===== src/rtl/if_pc_sequencer_if.sv =====
// IF-stage bus between the fetch PC sequencer and the surrounding datapath:
// PC-increment / imem / hazard / redirect inputs and the IF/ID register outputs.
interface if_pc_sequencer_if #(
  parameter int XLEN = 32
);
  logic [XLEN-1:0] inc_pc;
  logic [31:0]     instr_in;
  logic            stall;
  logic            flush;
  logic            branch_taken;
  logic [XLEN-1:0] branch_target;

  logic [XLEN-1:0] PC_out;
  logic [XLEN-1:0] IF_ID_pc;
  logic [XLEN-1:0] IF_ID_inc_pc;
  logic [31:0]     IF_ID_instr;
  logic            IF_ID_valid;
  logic            misalign_err;

  // master = the sequencer, slave = IF/ID datapath and hazard logic around it
  modport master (
    input  inc_pc, instr_in, stall, flush, branch_taken, branch_target,
    output PC_out, IF_ID_pc, IF_ID_inc_pc, IF_ID_instr, IF_ID_valid, misalign_err
  );

  modport slave (
    output inc_pc, instr_in, stall, flush, branch_taken, branch_target,
    input  PC_out, IF_ID_pc, IF_ID_inc_pc, IF_ID_instr, IF_ID_valid, misalign_err
  );
endinterface


===== src/rtl/if_pc_sequencer.sv =====
// Fetch PC register and IF/ID pipeline register with redirect > stall > flush priority.
// Every output comes straight from a flop; no input reaches an output combinationally.
module if_pc_sequencer #(
  parameter int              XLEN         = 32,
  parameter logic [XLEN-1:0] RESET_VECTOR = '0,
  parameter logic [31:0]     NOP_INSTR    = 32'h0000_0013
) (
  input logic               clk,
  input logic               rst,
  if_pc_sequencer_if.master bus
);

  typedef enum logic [1:0] {
    CTL_NORMAL,
    CTL_FLUSH,
    CTL_STALL,
    CTL_REDIRECT
  } ctl_e;

  ctl_e            ctl;
  logic [XLEN-1:0] pc_q, pc_d;
  logic [XLEN-1:0] id_pc_q, id_pc_d;
  logic [XLEN-1:0] id_inc_q, id_inc_d;
  logic [31:0]     id_instr_q, id_instr_d;
  logic            id_valid_q, id_valid_d;
  logic            misalign_q, misalign_d;
  logic [XLEN-1:0] redirect_pc;
  logic            target_misaligned;

  assign redirect_pc       = {bus.branch_target[XLEN-1:2], 2'b00};
  assign target_misaligned = (bus.branch_target[1:0] != 2'b00);

  always_comb begin
    ctl = CTL_NORMAL;
    if (bus.branch_taken) begin
      ctl = CTL_REDIRECT;
    end else if (bus.stall) begin
      ctl = CTL_STALL;
    end else if (bus.flush) begin
      ctl = CTL_FLUSH;
    end
  end

  always_comb begin
    pc_d       = pc_q;
    id_pc_d    = id_pc_q;
    id_inc_d   = id_inc_q;
    id_instr_d = id_instr_q;
    id_valid_d = id_valid_q;
    misalign_d = 1'b0;
    unique case (ctl)
      CTL_NORMAL: begin
        pc_d       = bus.inc_pc;
        id_pc_d    = pc_q;
        id_inc_d   = bus.inc_pc;
        id_instr_d = bus.instr_in;
        id_valid_d = 1'b1;
      end
      // PC fields still load on a squash so a debugger can see what was dropped
      CTL_FLUSH: begin
        pc_d       = bus.inc_pc;
        id_pc_d    = pc_q;
        id_inc_d   = bus.inc_pc;
        id_instr_d = NOP_INSTR;
        id_valid_d = 1'b0;
      end
      CTL_STALL: begin
        pc_d       = pc_q;
      end
      CTL_REDIRECT: begin
        pc_d       = redirect_pc;
        id_pc_d    = pc_q;
        id_inc_d   = bus.inc_pc;
        id_instr_d = NOP_INSTR;
        id_valid_d = 1'b0;
        misalign_d = target_misaligned;
      end
      default: begin
        pc_d       = pc_q;
      end
    endcase
  end

  always_ff @(posedge clk) begin
    if (rst) begin
      pc_q       <= RESET_VECTOR;
      id_pc_q    <= '0;
      id_inc_q   <= '0;
      id_instr_q <= NOP_INSTR;
      id_valid_q <= 1'b0;
      misalign_q <= 1'b0;
    end else begin
      pc_q       <= pc_d;
      id_pc_q    <= id_pc_d;
      id_inc_q   <= id_inc_d;
      id_instr_q <= id_instr_d;
      id_valid_q <= id_valid_d;
      misalign_q <= misalign_d;
    end
  end

  assign bus.PC_out       = pc_q;
  assign bus.IF_ID_pc     = id_pc_q;
  assign bus.IF_ID_inc_pc = id_inc_q;
  assign bus.IF_ID_instr  = id_instr_q;
  assign bus.IF_ID_valid  = id_valid_q;
  assign bus.misalign_err = misalign_q;

endmodule


===== src/flat_wrapper.sv =====
// flat-port wrapper written by rule: the top's interface ports become plain ports
module if_pc_sequencer_flat 
#(
  parameter int              XLEN         = 32,
  parameter logic [XLEN-1:0] RESET_VECTOR = '0,
  parameter logic [31:0]     NOP_INSTR    = 32'h0000_0013
)
  (clk, rst, bus_inc_pc, bus_instr_in, bus_stall, bus_flush, bus_branch_taken, bus_branch_target, bus_PC_out, bus_IF_ID_pc, bus_IF_ID_inc_pc, bus_IF_ID_instr, bus_IF_ID_valid, bus_misalign_err);
  if_pc_sequencer_if #(.XLEN(XLEN)) bus_i ();
  input logic clk;
  input logic rst;
  input wire logic [$bits(bus_i.inc_pc)-1:0] bus_inc_pc;
  input wire logic [$bits(bus_i.instr_in)-1:0] bus_instr_in;
  input wire logic [$bits(bus_i.stall)-1:0] bus_stall;
  input wire logic [$bits(bus_i.flush)-1:0] bus_flush;
  input wire logic [$bits(bus_i.branch_taken)-1:0] bus_branch_taken;
  input wire logic [$bits(bus_i.branch_target)-1:0] bus_branch_target;
  output wire logic [$bits(bus_i.PC_out)-1:0] bus_PC_out;
  output wire logic [$bits(bus_i.IF_ID_pc)-1:0] bus_IF_ID_pc;
  output wire logic [$bits(bus_i.IF_ID_inc_pc)-1:0] bus_IF_ID_inc_pc;
  output wire logic [$bits(bus_i.IF_ID_instr)-1:0] bus_IF_ID_instr;
  output wire logic [$bits(bus_i.IF_ID_valid)-1:0] bus_IF_ID_valid;
  output wire logic [$bits(bus_i.misalign_err)-1:0] bus_misalign_err;
  assign bus_i.inc_pc = bus_inc_pc;
  assign bus_i.instr_in = bus_instr_in;
  assign bus_i.stall = bus_stall;
  assign bus_i.flush = bus_flush;
  assign bus_i.branch_taken = bus_branch_taken;
  assign bus_i.branch_target = bus_branch_target;
  assign bus_PC_out = bus_i.PC_out;
  assign bus_IF_ID_pc = bus_i.IF_ID_pc;
  assign bus_IF_ID_inc_pc = bus_i.IF_ID_inc_pc;
  assign bus_IF_ID_instr = bus_i.IF_ID_instr;
  assign bus_IF_ID_valid = bus_i.IF_ID_valid;
  assign bus_misalign_err = bus_i.misalign_err;
  if_pc_sequencer #(.XLEN(XLEN), .RESET_VECTOR(RESET_VECTOR), .NOP_INSTR(NOP_INSTR)) u_core (.clk(clk), .rst(rst), .bus(bus_i));
endmodule

===== config.mk =====
export PLATFORM = sky130hd
export DESIGN_NAME = if_pc_sequencer_flat
export DESIGN_NICKNAME = d
export VERILOG_FILES = /design/src/rtl/if_pc_sequencer_if.sv /design/src/rtl/if_pc_sequencer.sv /design/src/flat_wrapper.sv
export SDC_FILE = /design/constraint.sdc
export NUM_CORES = 1
export LEC_CHECK = 0
export ABC_AREA = 0
export CAP_MARGIN = 0
export CORE_MARGIN = 4
export CORE_UTILIZATION = 44
export DETAILED_ROUTE_END_ITERATION = 7
export HOLD_SLACK_MARGIN = 0.06
export PLACE_DENSITY = 0.85
export SETUP_SLACK_MARGIN = 0.4
export SLEW_MARGIN = 20
export SYNTH_ARGS = -nofsm -noshare
export SYNTH_HDL_FRONTEND = slang
export SYNTH_SLANG_ARGS = --single-unit

===== constraint.sdc =====
create_clock -name clk -period 2.9 [get_ports clk]
set_clock_uncertainty 0.1 [all_clocks]
set_input_delay 0.29 -clock clk [delete_from_list [all_inputs] [get_ports clk]]
set_output_delay 0.29 -clock clk [all_outputs]
set_load 0.05 [all_outputs]

---- Yosys cells after proc, flatten, opt, wreduce, memory -nomap -nowiden ----
Index checks and enable logic that the tools add are counted.
operators by class
  add/subtract/negate cells ............... 0
  multiply operators ...................... 0
  div/mod/pow operators ................... 0
  magnitude comparators ................... 0
  equality and inequality tests ........... 3
  shifts and indexed selects .............. 0
  mux-type cells .......................... 6
  bitwise gates (word level) .............. 1
  reduce and logical (&&, ||, !) cells .... 7
operators by type and width
  kind                                           count
  one-hot mux 32 bit (2 select lines)            2
  OR reduction 2 bit                             3
  == test 2 bit, second input constant           2
  two-way mux 2 bit                              2
  nonzero test 2 bit                             2
  OR reduction 3 bit                             1
  == test 2 x 1 -> 1 bit, second input constant  1
  zero test 2 bit                                1
  one-hot mux 1 bit (2 select lines)             1
  two-way mux 1 bit                              1
  NOT 1 bit                                      1
word-level totals
  register bits ........................... 130
  latch bits .............................. 0
  bits in writable memories ............... 0
  bits in read-only memories .............. 0
  memories kept ........................... 0

---- Depth between registers and ports, before layout ----
  word-level depth ........................ 6
  mapped depth ............................ 6
  mapped depth without buffers ............ 3

---- Least setup slack after synthesis ----
Ideal clock, no wire load.
  path kind ............................... in2reg
  start point ............................. in bus_stall
  end point ............................... reg u_core.pc_q[18], in the netlist u_core.bus.PC_out[18]
  setup time .............................. 0.128 ns
  arrival ................................. 1.025 ns
  data required time ...................... 2.672 ns
  setup slack ............................. 1.648 ns
  stages on the path ...................... 5
  buffers on the path ..................... 2
  cell sequence ........................... buf_6 buf_6 mux2_4 mux2i_1 nor2_1
on the way
  longest elaborated chain between the ends .. 5
  elaborated cells on any way between the ends .. 8
  those cells by class .................... eq/ne (3); mux (3); reduce/logical (2)
RTL lines
  what                                                       RTL line               text
  from (decl)                                                flat_wrapper.sv:14     input wire logic [$bits(bus_i.stall)-1:0] bus_stall;
  two-way mux 2 bit (*)                                      if_pc_sequencer.sv:37  end else if (bus.stall) begin
  two-way mux 2 bit (*)                                      if_pc_sequencer.sv:35  if (bus.branch_taken) begin
  == test 2 x 1 -> 1 bit or zero test 2 bit (tied branches)  if_pc_sequencer.sv:51  unique case (ctl)
  OR reduction 2 bit (no line)                               -
  one-hot mux 32 bit (2 select lines)                        if_pc_sequencer.sv:51
  to (signal assigned)                                       if_pc_sequencer.sv:93  pc_q <= pc_d;
  to (decl)                                                  if_pc_sequencer.sv:21  logic [XLEN-1:0] pc_q, pc_d;
Mark *: on every way between the ends. The rest lies on a longest branch, timed or not.
A chain may end at the register's enable or synchronous reset.

---- Worst setup path in the final report ----
  start point ............................. reg u_core.pc_q[18], in the netlist u_core.bus.PC_out[18]
  end point ............................... out bus_PC_out[18]
RTL lines
  what       RTL line            text
  to (decl)  flat_wrapper.sv:18  output wire logic [$bits(bus_i.PC_out)-1:0] bus_PC_out;
No word-level cell between the ends.

==> results.yml <==
routing:
  ant_nets: 0
  drcViolationCount: 0
  wl_per_cell_um: 17.0
  vias: 4605
  first_iter_violations: 304
  drtPass1Iterations: 5
  route.final.wire_length_mm: 15.3
  via_per_inst: 5.12
worst_setup_path:
  worstPathRequired_ns: 2.51
  cp-start-kind: "flop"
  cp_max_fo: 3
  cp_num_buf_inv: 1
  slowest_delay_ns: 0.83
  end_kind: "output port"
  crit_path_cell_trace: "clkdlybuf4s50_1"
  critical_path.top_delay_family: "buffers and inverters"
  arrival_ns: 1.76
  slowest_stage: "clkdlybuf4s50_1"
  critPathKind: "reg2out"
layout:
  layout-drive-gt1-share_pct: 9.75
  nFillCells: 828
  instances_no_fill: 899
  syn_to_final_growth_pct: 60.7
  layout.nets: 847
  diodes: 0
placed_design:
  hpwl_mm: 10.5
  post-place-cells: 867
  gp_congestion: 0.809
  portBuffers: 230
logic_synthesis:
  synth_compound_area_share_pct: 11.5
  synth.avg_cell_area_um2: 9.17
  synth_cell_types: 19
  netlist_area_um2: 4900
  syn_nets: 635
  yosys.area.top_type: "dfxtp_1"
  ys_ff_latch: 130
  synth-seq-area-share_pct: 53.1
  synth.area.mux_share_pct: 14.4
  synth_top_family_by_area: "simple AND/OR/NAND/NOR gates"
  synthTopCellsByArea: "dfxtp_1 (53%), nand2_1 (10%), a21oi_1 (6.6%)"
  synth_top_area_share_pct: 53.1
  synth-simple-area-share_pct: 15.7
  syn_inst: 534
  yosys.area_share.adder_pct: 0
  synth-xor-area-share_pct: 0
  yosysWarnings: 0
timing:
  worst_slew_pin_slew_ns: 1.12
  hold_viol_final: 0
  timing.hold.ws_ns: 0.0992
  fin_tns_setup_ns: 0
  fin_crit_sh_pct: 74.1
  rsz0062_at_grt: "no"
  slew_headroom_pct: 25.0
  fmax_mhz: 466
  finalMaxSlewViolations: 0
  setup_viol: 0
  fin_crit_ns: 2.15
clock_network:
  clock-sinks: 130
  clk_pin_slew_ns: 0.06
  clkLatencyLatePin_ns: 0.52
  cts_tree: "done"
  clockBufferDepth: 2
  cts-resized-gates: 0
  cts_root_buf: "clkbuf_8"
  cts_setup_buffers: 0
  htreeDepth: 4
  cts-buffers-inserted: 17
  hold_buffers: 0
power_and_ir_drop:
  power.leakage_nw: 3.10
  irDropWorstVdd_mv: 0.348
  netSwitchingPower_mw: 1.40
  pwr-share-seq_pct: 37.0
  p_sw_share_pct: 26.7
  clkPwrFrac_pct: 45.4
  p_per_area_nw_per_um2: 666
  p_comb_share_pct: 17.7
  p_int_mw: 3.84
global_route:
  gr-total-overflow: 0
  grt_max_degree: 70
  antenna_found_initial: 0
  grt_first_pass_wirelength_mm: 23.9
  first_global_vias: 4747
  grt_usage_pct: 23.3
floorplanning:
  core_um2: 10900
  die-area_um2: 12900
  die_y_um: 114
  die_w_um: 114
  io_pins: 231
  rows: 38
  start_util_pct: 45.0
hold_path:
  hp-class: "in2reg"
run_status:
  outcome: "finished clean"
run:
  maxCapViolations: 0
[layout make-up]
| cell class | count | area (um^2) | area share (%) |
|---|---|---|---|
| flip-flops and latches | 130 | 2600 | 33.1 |
| repair buffers | 236 | 2370 | 30.1 |
| multi-input cells | 360 | 2050 | 26.0 |
| clock buffers | 21 | 469 | 5.96 |
| clock inverters | 11 | 198 | 2.51 |
| well taps | 140 | 175 | 2.23 |
| inverters | 1 | 3.75 | 0.0477 |
[power by group through the flow]
| stage | sequential [mW] | clock [mW] | combinational (mW) |
|---|---|---|---|
| 4_1_cts | 1.94 | 2.41 | 0.930 |
| 2_1_floorplan | 2.27 | 0 | 0.250 |
| 6_report | 1.94 | 2.38 | 0.925 |
| 3_3_place_gp | 1.97 | 0 | 0.909 |
| 5_1_grt | 1.95 | 2.50 | 0.972 |
| 3_5_place_dp | 1.97 | 0 | 0.923 |
[registers in the layout, indices dropped and copies added, names as in the netlist]
signal and cells:
u_core.bus.misalign_err 1, u_core.bus.IF_ID_valid 1, u_core.bus.IF_ID_inc_pc 32, u_core.bus.IF_ID_pc 32, u_core.bus.IF_ID_instr 32, u_core.bus.PC_out 32
[synth_stat cells]
cell type  instances
nand2_1          132
dfxtp_1          130
a21oi_1           65
nor2_1            64
mux2i_1           32
a22oi_1           29
buf_2             18
mux2_2            17
mux2_4            13
buf_4             11
clkbuf_1           9
buf_6              4
o22ai_1            3
or2_1              2
buf_1              1
inv_1              1
nand2b_1           1
nor2b_1            1
nor3b_1            1
[layer usage]
| metal | vias up | GRT usage (%) | share of wire [%] |
|---|---|---|---|
| li1 | 2206 | - | - |
| met1 | 2165 | 25.9 | 39 |
| met2 | 196 | 39.5 | 50 |
| met3 | 38 | 9.02 | 8.3 |
| met4 | 0 | 10.3 | 3.0 |
| met5 | - | 0 | 0 |
[kinds of logic (layout without fill, tap and decap cells)]
kind of cell           after synthesis  after routing
DFF                                130            130
AOI/OAI and AO/OA                   97             97
buffers and inverters               44            269
and+or+nand+nor                    201            201
muxes                               62             62
[placed cells by master (no fill, tap or decap), types with 13 or more instances in the layout]
| cell type | Yosys | final |
|---|---|---|
| a21oi_1 | 65 | 65 |
| a22oi_1 | 29 | 29 |
| clkbuf_16 | 0 | 16 |
| clkdlybuf4s50_1 | 0 | 227 |
| dfxtp_1 | 130 | 130 |
| mux2_2 | 17 | 17 |
| mux2_4 | 13 | 13 |
| mux2i_1 | 32 | 32 |
| nand2_1 | 132 | 132 |
| nor2_1 | 64 | 63 |
[metrics by stage]
| step | setup slack [ns] | total power [mW] | utilization [%] | cell area [um^2] |
|---|---|---|---|---|
| 6_report | 0.752 | 5.24 | 72.3 | 7870 |
| 5_1_grt | 0.695 | 5.42 | 72.3 | 7870 |
| 4_1_cts | 0.739 | 5.28 | 72.3 | 7870 |
| 3_5_place_dp | 0.782 | 2.90 | 66.2 | 7200 |
| 3_3_place_gp | 0.925 | 2.88 | 66.2 | 7200 |
| 2_1_floorplan | 1.65 | 2.52 | - | 4900 |
[path summary, 6_finish.rpt]
check | startpoint | endpoint | slack [ns] | cells after the start
worst max-delay path | u_core.bus.PC_out[18] | bus_PC_out[18] | 0.75 | 1
worst min-delay path | bus_branch_taken | u_core.bus.misalign_err | 0.1 | 2
worst max register to register | u_core.bus.PC_out[18] | u_core.bus.PC_out[18] | 1.79 | 3
worst min register to register | u_core.bus.IF_ID_inc_pc[28] | u_core.bus.IF_ID_inc_pc[28] | 0.35 | 2
No activity file was read; power rests on OpenSTA's default activity.
